<file path="src/rtl/pipe_hazard_ctrl.sv">
// Pipeline hazard/stall sequencer with LL/SC link register.
// Optional perf counters: define PIPE_PERF_CNT_EN.
package pipe_hazard_pkg;
  typedef logic [4:0] regbits_t;
  typedef enum logic [2:0] {
    NO_STALL   = 3'd0,
    IFID_STALL = 3'd1,
    IDEX_STALL = 3'd2,
    FULL_STALL = 3'd3
  } pipe_stall_t;
endpackage

module pipe_hazard_ctrl
  import pipe_hazard_pkg::*;
#(
  parameter int LINK_ADDR_W = 32,
  parameter int CNT_W       = 32
) (
  input  logic                   CLK,
  input  logic                   RST,
  input  logic                   ihit,
  input  logic                   dhit,
  input  regbits_t               ifid_rs,
  input  regbits_t               ifid_rt,
  input  regbits_t               idex_rt,
  input  logic                   idex_DataRead,
  input  logic                   exmem_dmemREN,
  input  logic                   exmem_dmemWEN,
  input  logic                   exmem_LinkedLoad,
  input  logic                   exmem_StoreConditional,
  input  logic [LINK_ADDR_W-1:0] exmem_addr,
  input  logic                   snoop_inv,
  input  logic [LINK_ADDR_W-1:0] snoop_addr,
  input  logic                   branch_taken,
  input  logic                   memwb_Halt,
  output logic                   pc_en,
  output logic                   ifid_en,
  output logic                   idex_en,
  output logic                   exmem_en,
  output logic                   memwb_en,
  output logic                   ifid_flush,
  output logic                   idex_flush,
  output logic                   dmemWEN_eff,
  output logic                   sc_success,
  output logic                   link_valid,
  output logic                   halt,
  output logic [2:0]             stall_status,
  output logic [CNT_W-1:0]       stall_cycles,
  output logic [CNT_W-1:0]       flush_count,
  output logic [CNT_W-1:0]       lu_count
);

  typedef enum logic {RUN, HALTED} state_e;

  state_e                 state_q, state_d;
  logic                   link_valid_q, link_valid_d;
  logic [LINK_ADDR_W-1:0] link_addr_q, link_addr_d;
  pipe_stall_t            status;
  logic                   run, snoop_hit, sc_ok;
  logic                   dwait, lu_haz, lu_ev, br_ev;

  assign run       = (state_q == RUN);
  assign snoop_hit = snoop_inv && (snoop_addr == link_addr_q);
  assign sc_ok     = link_valid_q && (exmem_addr == link_addr_q)
                     && !snoop_hit;

  assign sc_success  = exmem_StoreConditional && sc_ok;
  // A failing SC never reaches memory, so it cannot cause a dmem wait.
  assign dmemWEN_eff = run && exmem_dmemWEN
                       && (!exmem_StoreConditional || sc_ok);

  assign dwait  = (exmem_dmemREN || dmemWEN_eff) && !dhit;
  assign lu_haz = idex_DataRead && (idex_rt != '0)
                  && ((idex_rt == ifid_rs) || (idex_rt == ifid_rt));

  assign link_valid   = link_valid_q;
  assign halt         = !run;
  assign stall_status = status;

  always_comb begin
    state_d    = state_q;
    pc_en      = 1'b0;
    ifid_en    = 1'b0;
    idex_en    = 1'b0;
    exmem_en   = 1'b0;
    memwb_en   = 1'b0;
    ifid_flush = 1'b0;
    idex_flush = 1'b0;
    status     = FULL_STALL;
    lu_ev      = 1'b0;
    br_ev      = 1'b0;
    if (run) begin
      if (dwait) begin
        status = FULL_STALL;
      end else if (lu_haz) begin
        idex_en    = 1'b1;
        exmem_en   = 1'b1;
        memwb_en   = 1'b1;
        idex_flush = 1'b1;
        status     = IDEX_STALL;
        lu_ev      = 1'b1;
      end else if (branch_taken) begin
        pc_en      = 1'b1;
        ifid_en    = 1'b1;
        idex_en    = 1'b1;
        exmem_en   = 1'b1;
        memwb_en   = 1'b1;
        ifid_flush = 1'b1;
        idex_flush = 1'b1;
        status     = NO_STALL;
        br_ev      = 1'b1;
      end else if (!ihit) begin
        ifid_en    = 1'b1;
        idex_en    = 1'b1;
        exmem_en   = 1'b1;
        memwb_en   = 1'b1;
        ifid_flush = 1'b1;
        status     = IFID_STALL;
      end else begin
        pc_en    = 1'b1;
        ifid_en  = 1'b1;
        idex_en  = 1'b1;
        exmem_en = 1'b1;
        memwb_en = 1'b1;
        status   = NO_STALL;
      end
      if (memwb_Halt && memwb_en) state_d = HALTED;
    end
  end

  always_comb begin
    link_valid_d = link_valid_q;
    link_addr_d  = link_addr_q;
    if (snoop_hit) link_valid_d = 1'b0;
    if (run) begin
      if (exmem_StoreConditional && (!sc_ok || dhit))
        link_valid_d = 1'b0;
      if (exmem_dmemWEN && !exmem_StoreConditional && dhit
          && (exmem_addr == link_addr_q))
        link_valid_d = 1'b0;
      // LL is applied last so it wins over a same-cycle snoop.
      if (exmem_LinkedLoad && dhit) begin
        link_valid_d = 1'b1;
        link_addr_d  = exmem_addr;
      end
    end
  end

  always_ff @(posedge CLK) begin
    if (RST) begin
      state_q      <= RUN;
      link_valid_q <= 1'b0;
      link_addr_q  <= '0;
    end else begin
      state_q      <= state_d;
      link_valid_q <= link_valid_d;
      link_addr_q  <= link_addr_d;
    end
  end

`ifdef PIPE_PERF_CNT_EN
  logic [CNT_W-1:0] stall_q, flush_q, lu_q;
  logic             stall_ev;

  assign stall_ev = run && (status != NO_STALL);

  always_ff @(posedge CLK) begin
    if (RST) begin
      stall_q <= '0;
      flush_q <= '0;
      lu_q    <= '0;
    end else begin
      if (stall_ev && (stall_q != '1)) stall_q <= stall_q + CNT_W'(1);
      if (br_ev && (flush_q != '1))    flush_q <= flush_q + CNT_W'(1);
      if (lu_ev && (lu_q != '1))       lu_q    <= lu_q + CNT_W'(1);
    end
  end

  assign stall_cycles = stall_q;
  assign flush_count  = flush_q;
  assign lu_count     = lu_q;
`else
  logic unused_ev;
  assign unused_ev    = lu_ev ^ br_ev;
  assign stall_cycles = '0;
  assign flush_count  = '0;
  assign lu_count     = '0;
`endif

endmodule
</file>
<file path="config.mk">
export PLATFORM = sky130hd
export DESIGN_NAME = pipe_hazard_ctrl
export DESIGN_NICKNAME = d
export VERILOG_FILES = /design/src/rtl/pipe_hazard_ctrl.sv
export SDC_FILE = /design/constraint.sdc
export NUM_CORES = 1
export LEC_CHECK = 0
export ABC_CLOCK_PERIOD_IN_PS = 2800
export CORE_MARGIN = 1
export CORE_UTILIZATION = 39
export DETAILED_ROUTE_END_ITERATION = 6
export PLACE_DENSITY = 0.95
export SLEW_MARGIN = 10
export SYNTH_ARGS = -nofsm -noshare
export SYNTH_HDL_FRONTEND = slang
export SYNTH_SLANG_ARGS = --single-unit
</file>
<file path="constraint.sdc">
create_clock -name CLK -period 2.8 [get_ports CLK]
set_input_delay 0.28 -clock CLK [delete_from_list [all_inputs] [get_ports CLK]]
set_output_delay 0.28 -clock CLK [all_outputs]
set_load 0.01 [all_outputs]
</file>
==> results.env <==
TOTAL_POWER_mW=1.45
DRT_ITER0_MARKERS=80
SYNTH_COMMON_CELLS='sky130_fd_sc_hd__buf_4 (99), sky130_fd_sc_hd__nand2_1 (68), sky130_fd_sc_hd__xnor2_1 (43)'
GR_OVERFLOW_TOTAL=0
GP_ROUTABILITY_CONGESTION=0.841
GRT_PASS1_VIAS=2561
SYN_TO_FINAL_GROWTH_PCT=42.5
SYNTH_TOP_AREA_SHARE_PCT=24.9
HOLD_VIOL=0
YOSYS_WARNINGS=0
SYNTH_LARGEST_AREA_CELL='sky130_fd_sc_hd__buf_4'
NETLIST_TOP_CELLS_AREA='sky130_fd_sc_hd__buf_4 (25%), sky130_fd_sc_hd__dfxtp_1 (23%), sky130_fd_sc_hd__xnor2_1 (13%)'
POST_ROUTE_CELLS_DRIVE_ABOVE_1_SHARE_PCT=16.0
INSERTEDDIODECOUNT=0
CLK_ROOT_BUFFER_CELL='sky130_fd_sc_hd__clkbuf_8'
GLOBAL_ROUTE_USAGE_OVER_ALL_LAYERS_PCT=19.9
TIMING.CRITICAL_PATH.TO='ifid_flush'
TIMING.CRITICAL_PATH.FANOUT_MAX=3
FLOORPLAN.CORE_AREA_UM2=7330
NNETSFINAL=604
SYNTHESIS.INSTANCES=387
WORSTHOLDPATHTYPE='primary input to flop'
CTS.SINKS=34
CTS.PATH.MAX_BUFFERS=2
INITIAL_UTIL_PCT=40.8
CTS_TREE='built'
P_LEAK_nW=1.92
WORST_SKEW_PAIR.LATE_LATENCY_NS=0.30
CRITICAL_PATH.ENDPOINT_TYPE='output pin'
ROUTED_WIRE_LENGTH_PER_INSTANCE_UM=13.7
TIMING_WORST_SETUP_PATH_TYPE='primary input to output pin'
FIN_HOLD_WS_NS=0.263
FINAL-MAX-SLEW-VIOLATION-COUNT=0
DETAILROUTE.VIA_COUNT=2781
SYNTHMOSTINSTANTIATEDCELL='sky130_fd_sc_hd__buf_4'
FINALSETUPVIOLCOUNT=0
DRV_CAP=0
PORT_BUFFERS=103
MAX-VDD-IR-DROP_V=0.000280
SYNTHESIS.AREA_UM2=2990
CELLPOWERDENSITY_nW_PER_UM2=341
SYN_AREA_PER_CELL_UM2=7.72
MAX-SLEW-MARGIN-REL_PCT=49.6
POST-ROUTE-UTIL_PCT=58.1
DETAIL_ROUTE.WIRELENGTH_UM=8420
POSTSYNTH.TOPFLOPCELL='sky130_fd_sc_hd__dfxtp_1'
CRIT_START='snoop_addr[13]'
TRITONCTS.NUM_BUFFERS=5
ANT_NETS=0
WORSTPATHARRIVAL_NS=2.45
CRIT_PATH_TIME_FINAL_NS=2.73
RUN_STATUS='complete, no violations'
GRT_PASS1_WL_UM=11700
DESIGN.DIE.AREA_UM2=8020
FLOORPLAN.ROWS=31
TOTAL_OF_FLIP_FLOPS_PLUS_LATCHES_AFTER_SYNTHESIS=34
SETUP-TNS-FINAL_NS=0
CLOCK_SKEW_AFTER_LAYOUT_NS=0.00534
WORSTMARGINPINSLEW_NS=0.753
YOSYS.CELL_TYPES.COUNT=35
FMAX_MHz=366
RRSETUPSLACK_NS=0.81
YS_SEQ_AREA_SHARE_PCT=22.8
POST-DP-HPWL_UM=6820
ASYNC_RESET_FF_SHARE_PCT=0
GRT_START_MAX_NET_PINS=34
HTREE_NUM_LEVELS=2
CLK_TRANSITION_REPORTED_PATHS_NS=0.07
CRIT_REQUIRED_NS=2.52
TOP_LEVEL_PORT_COUNT=201
FINALCRITPERIODSHARE_PCT=97.7
NUMBER_OF_ANTENNA_VIOLATIONS_AT_THE_FIRST_CHECK_IN_GLOBAL_ROUTING=0
SYNTH_EDF_COUNT=0
CAPTURING_POINT_OF_THE_WORST_REG2REG_PATH='halt'
DIE_HEIGHT_UM=89.5
WORST_R2R_PATH_DEPTH=8
DRT_FIRST_PASS_ITERS=4
WORSTREG2REGSTART='link_addr_q[13]'
INSTANCES_NO_FILL=613
DIE_WIDTH_UM=89.5
NUMPLACEDINSTANCES=598
TIMING.CRITICAL_PATH.FROM_TYPE='primary input'
VIAS_PER_CELL=4.54
MIN_FROM='exmem_addr[19]'
DRC=0
area by class of cell:
type / count / area [um^2]
Clock buffer: 7 / 86.3
Fill cell: 627 / 3070
Clock inverter: 1 / 5.00
Inverter: 3 / 11.3
Multi-Input combinational cell: 336 / 2040
Timing Repair Buffer: 133 / 1290
Tap cell: 99 / 124
Sequential cell: 34 / 698
report_power, final:
| part | total, mW | switching (mW) | internal (mW) | leakage [nW] |
|---|---|---|---|---|
| Clock | 0.395 | 0.196 | 0.199 | 0.0482 |
| Sequential | 0.539 | 0.0318 | 0.507 | 0.282 |
| Combinational | 0.520 | 0.257 | 0.264 | 1.59 |
| Total | 1.45 | 0.485 | 0.970 | 1.92 |
stage by stage:
stage          cell area, um^2  setup slack, ns
2_1_floorplan             3350            0.720
6_report                  4260           0.0653
4_1_cts                   4050           0.0345
3_3_place_gp              3890           -0.363
3_5_place_dp              3890           -0.364
5_1_grt                   4260          -0.0581
worst max-delay path, stage by stage:
cell and delay, ns:
sky130_fd_sc_hd__clkdlybuf4s50_1 0.44, sky130_fd_sc_hd__xor2_1 0.18, sky130_fd_sc_hd__nor4_2 0.27, sky130_fd_sc_hd__nand4_1 0.23
sky130_fd_sc_hd__o31ai_4 0.33, sky130_fd_sc_hd__buf_6 0.14, sky130_fd_sc_hd__o311ai_4 0.10, sky130_fd_sc_hd__buf_6 0.16
sky130_fd_sc_hd__buf_6 0.10, sky130_fd_sc_hd__a21oi_2 0.09, sky130_fd_sc_hd__buf_2 0.14
state kept, by name (all words and copies together) (netlist names):
| signal | flops |
|---|---|
| halt | 1 |
| link_addr_q | 32 |
| link_valid | 1 |
timing repair:
action	CTS	global route
resized for setup	32	53
setup endpoints to repair	11	10
gates cloned	0	0
hold buffers	0	0
pin swaps	9	20
setup buffers	5	2
cells in the final DEF, fill, tap and decap left out, types with 3 or more instances in the layout:
| cell | instances |
|---|---|
| sky130_fd_sc_hd__inv_1 | 3 |
| sky130_fd_sc_hd__nor4_2 | 5 |
| sky130_fd_sc_hd__xnor2_1 | 35 |
| sky130_fd_sc_hd__dlygate4sd2_1 | 12 |
| sky130_fd_sc_hd__nand2_1 | 68 |
| sky130_fd_sc_hd__a21oi_1 | 35 |
| sky130_fd_sc_hd__dfxtp_2 | 8 |
| sky130_fd_sc_hd__buf_2 | 3 |
| sky130_fd_sc_hd__nor4_1 | 7 |
| sky130_fd_sc_hd__dfxtp_1 | 24 |
| sky130_fd_sc_hd__conb_1 | 97 |
| sky130_fd_sc_hd__nor2_1 | 5 |
| sky130_fd_sc_hd__xor2_1 | 26 |
| sky130_fd_sc_hd__clkdlybuf4s50_1 | 69 |
| sky130_fd_sc_hd__buf_6 | 5 |
| sky130_fd_sc_hd__dlymetal6s2s_1 | 18 |
| sky130_fd_sc_hd__nor3_1 | 5 |
| sky130_fd_sc_hd__clkbuf_8 | 6 |
| sky130_fd_sc_hd__xor2_2 | 5 |
| sky130_fd_sc_hd__buf_4 | 25 |
| sky130_fd_sc_hd__nand3_1 | 5 |
| sky130_fd_sc_hd__nand4_1 | 10 |
| sky130_fd_sc_hd__xnor2_2 | 8 |
logic make-up after synthesis:
kind of cell / count (synthesis) / synth area share (%)
flops: 34 / 22.8
xor+xnor: 74 / 21.7
simple gates: 118 / 19.0
buf+inv: 113 / 26.6
other cells: 1 / 0.126
compound gates: 47 / 9.80
how the worst min path moves through the flow:
stage                     cells after the start         endpoint
after global routing                          3   link_addr_q[1]
after floorplan                               2  link_addr_q[11]
after global placement                        2   link_addr_q[7]
final                                         3  link_addr_q[19]
after detailed placement                      2   link_addr_q[7]
after CTS                                     3  link_addr_q[18]
routing by layer:
layer	global-route usage, %	part of all wire (%)	vias up
met1	19.1	35	1299
met4	8.08	1.7	0
met3	5.08	8.3	13
met2	39.8	55	139
met5	0	0	-
li1	-	-	1330
Note: power is estimated with default switching activity, not from simulation.
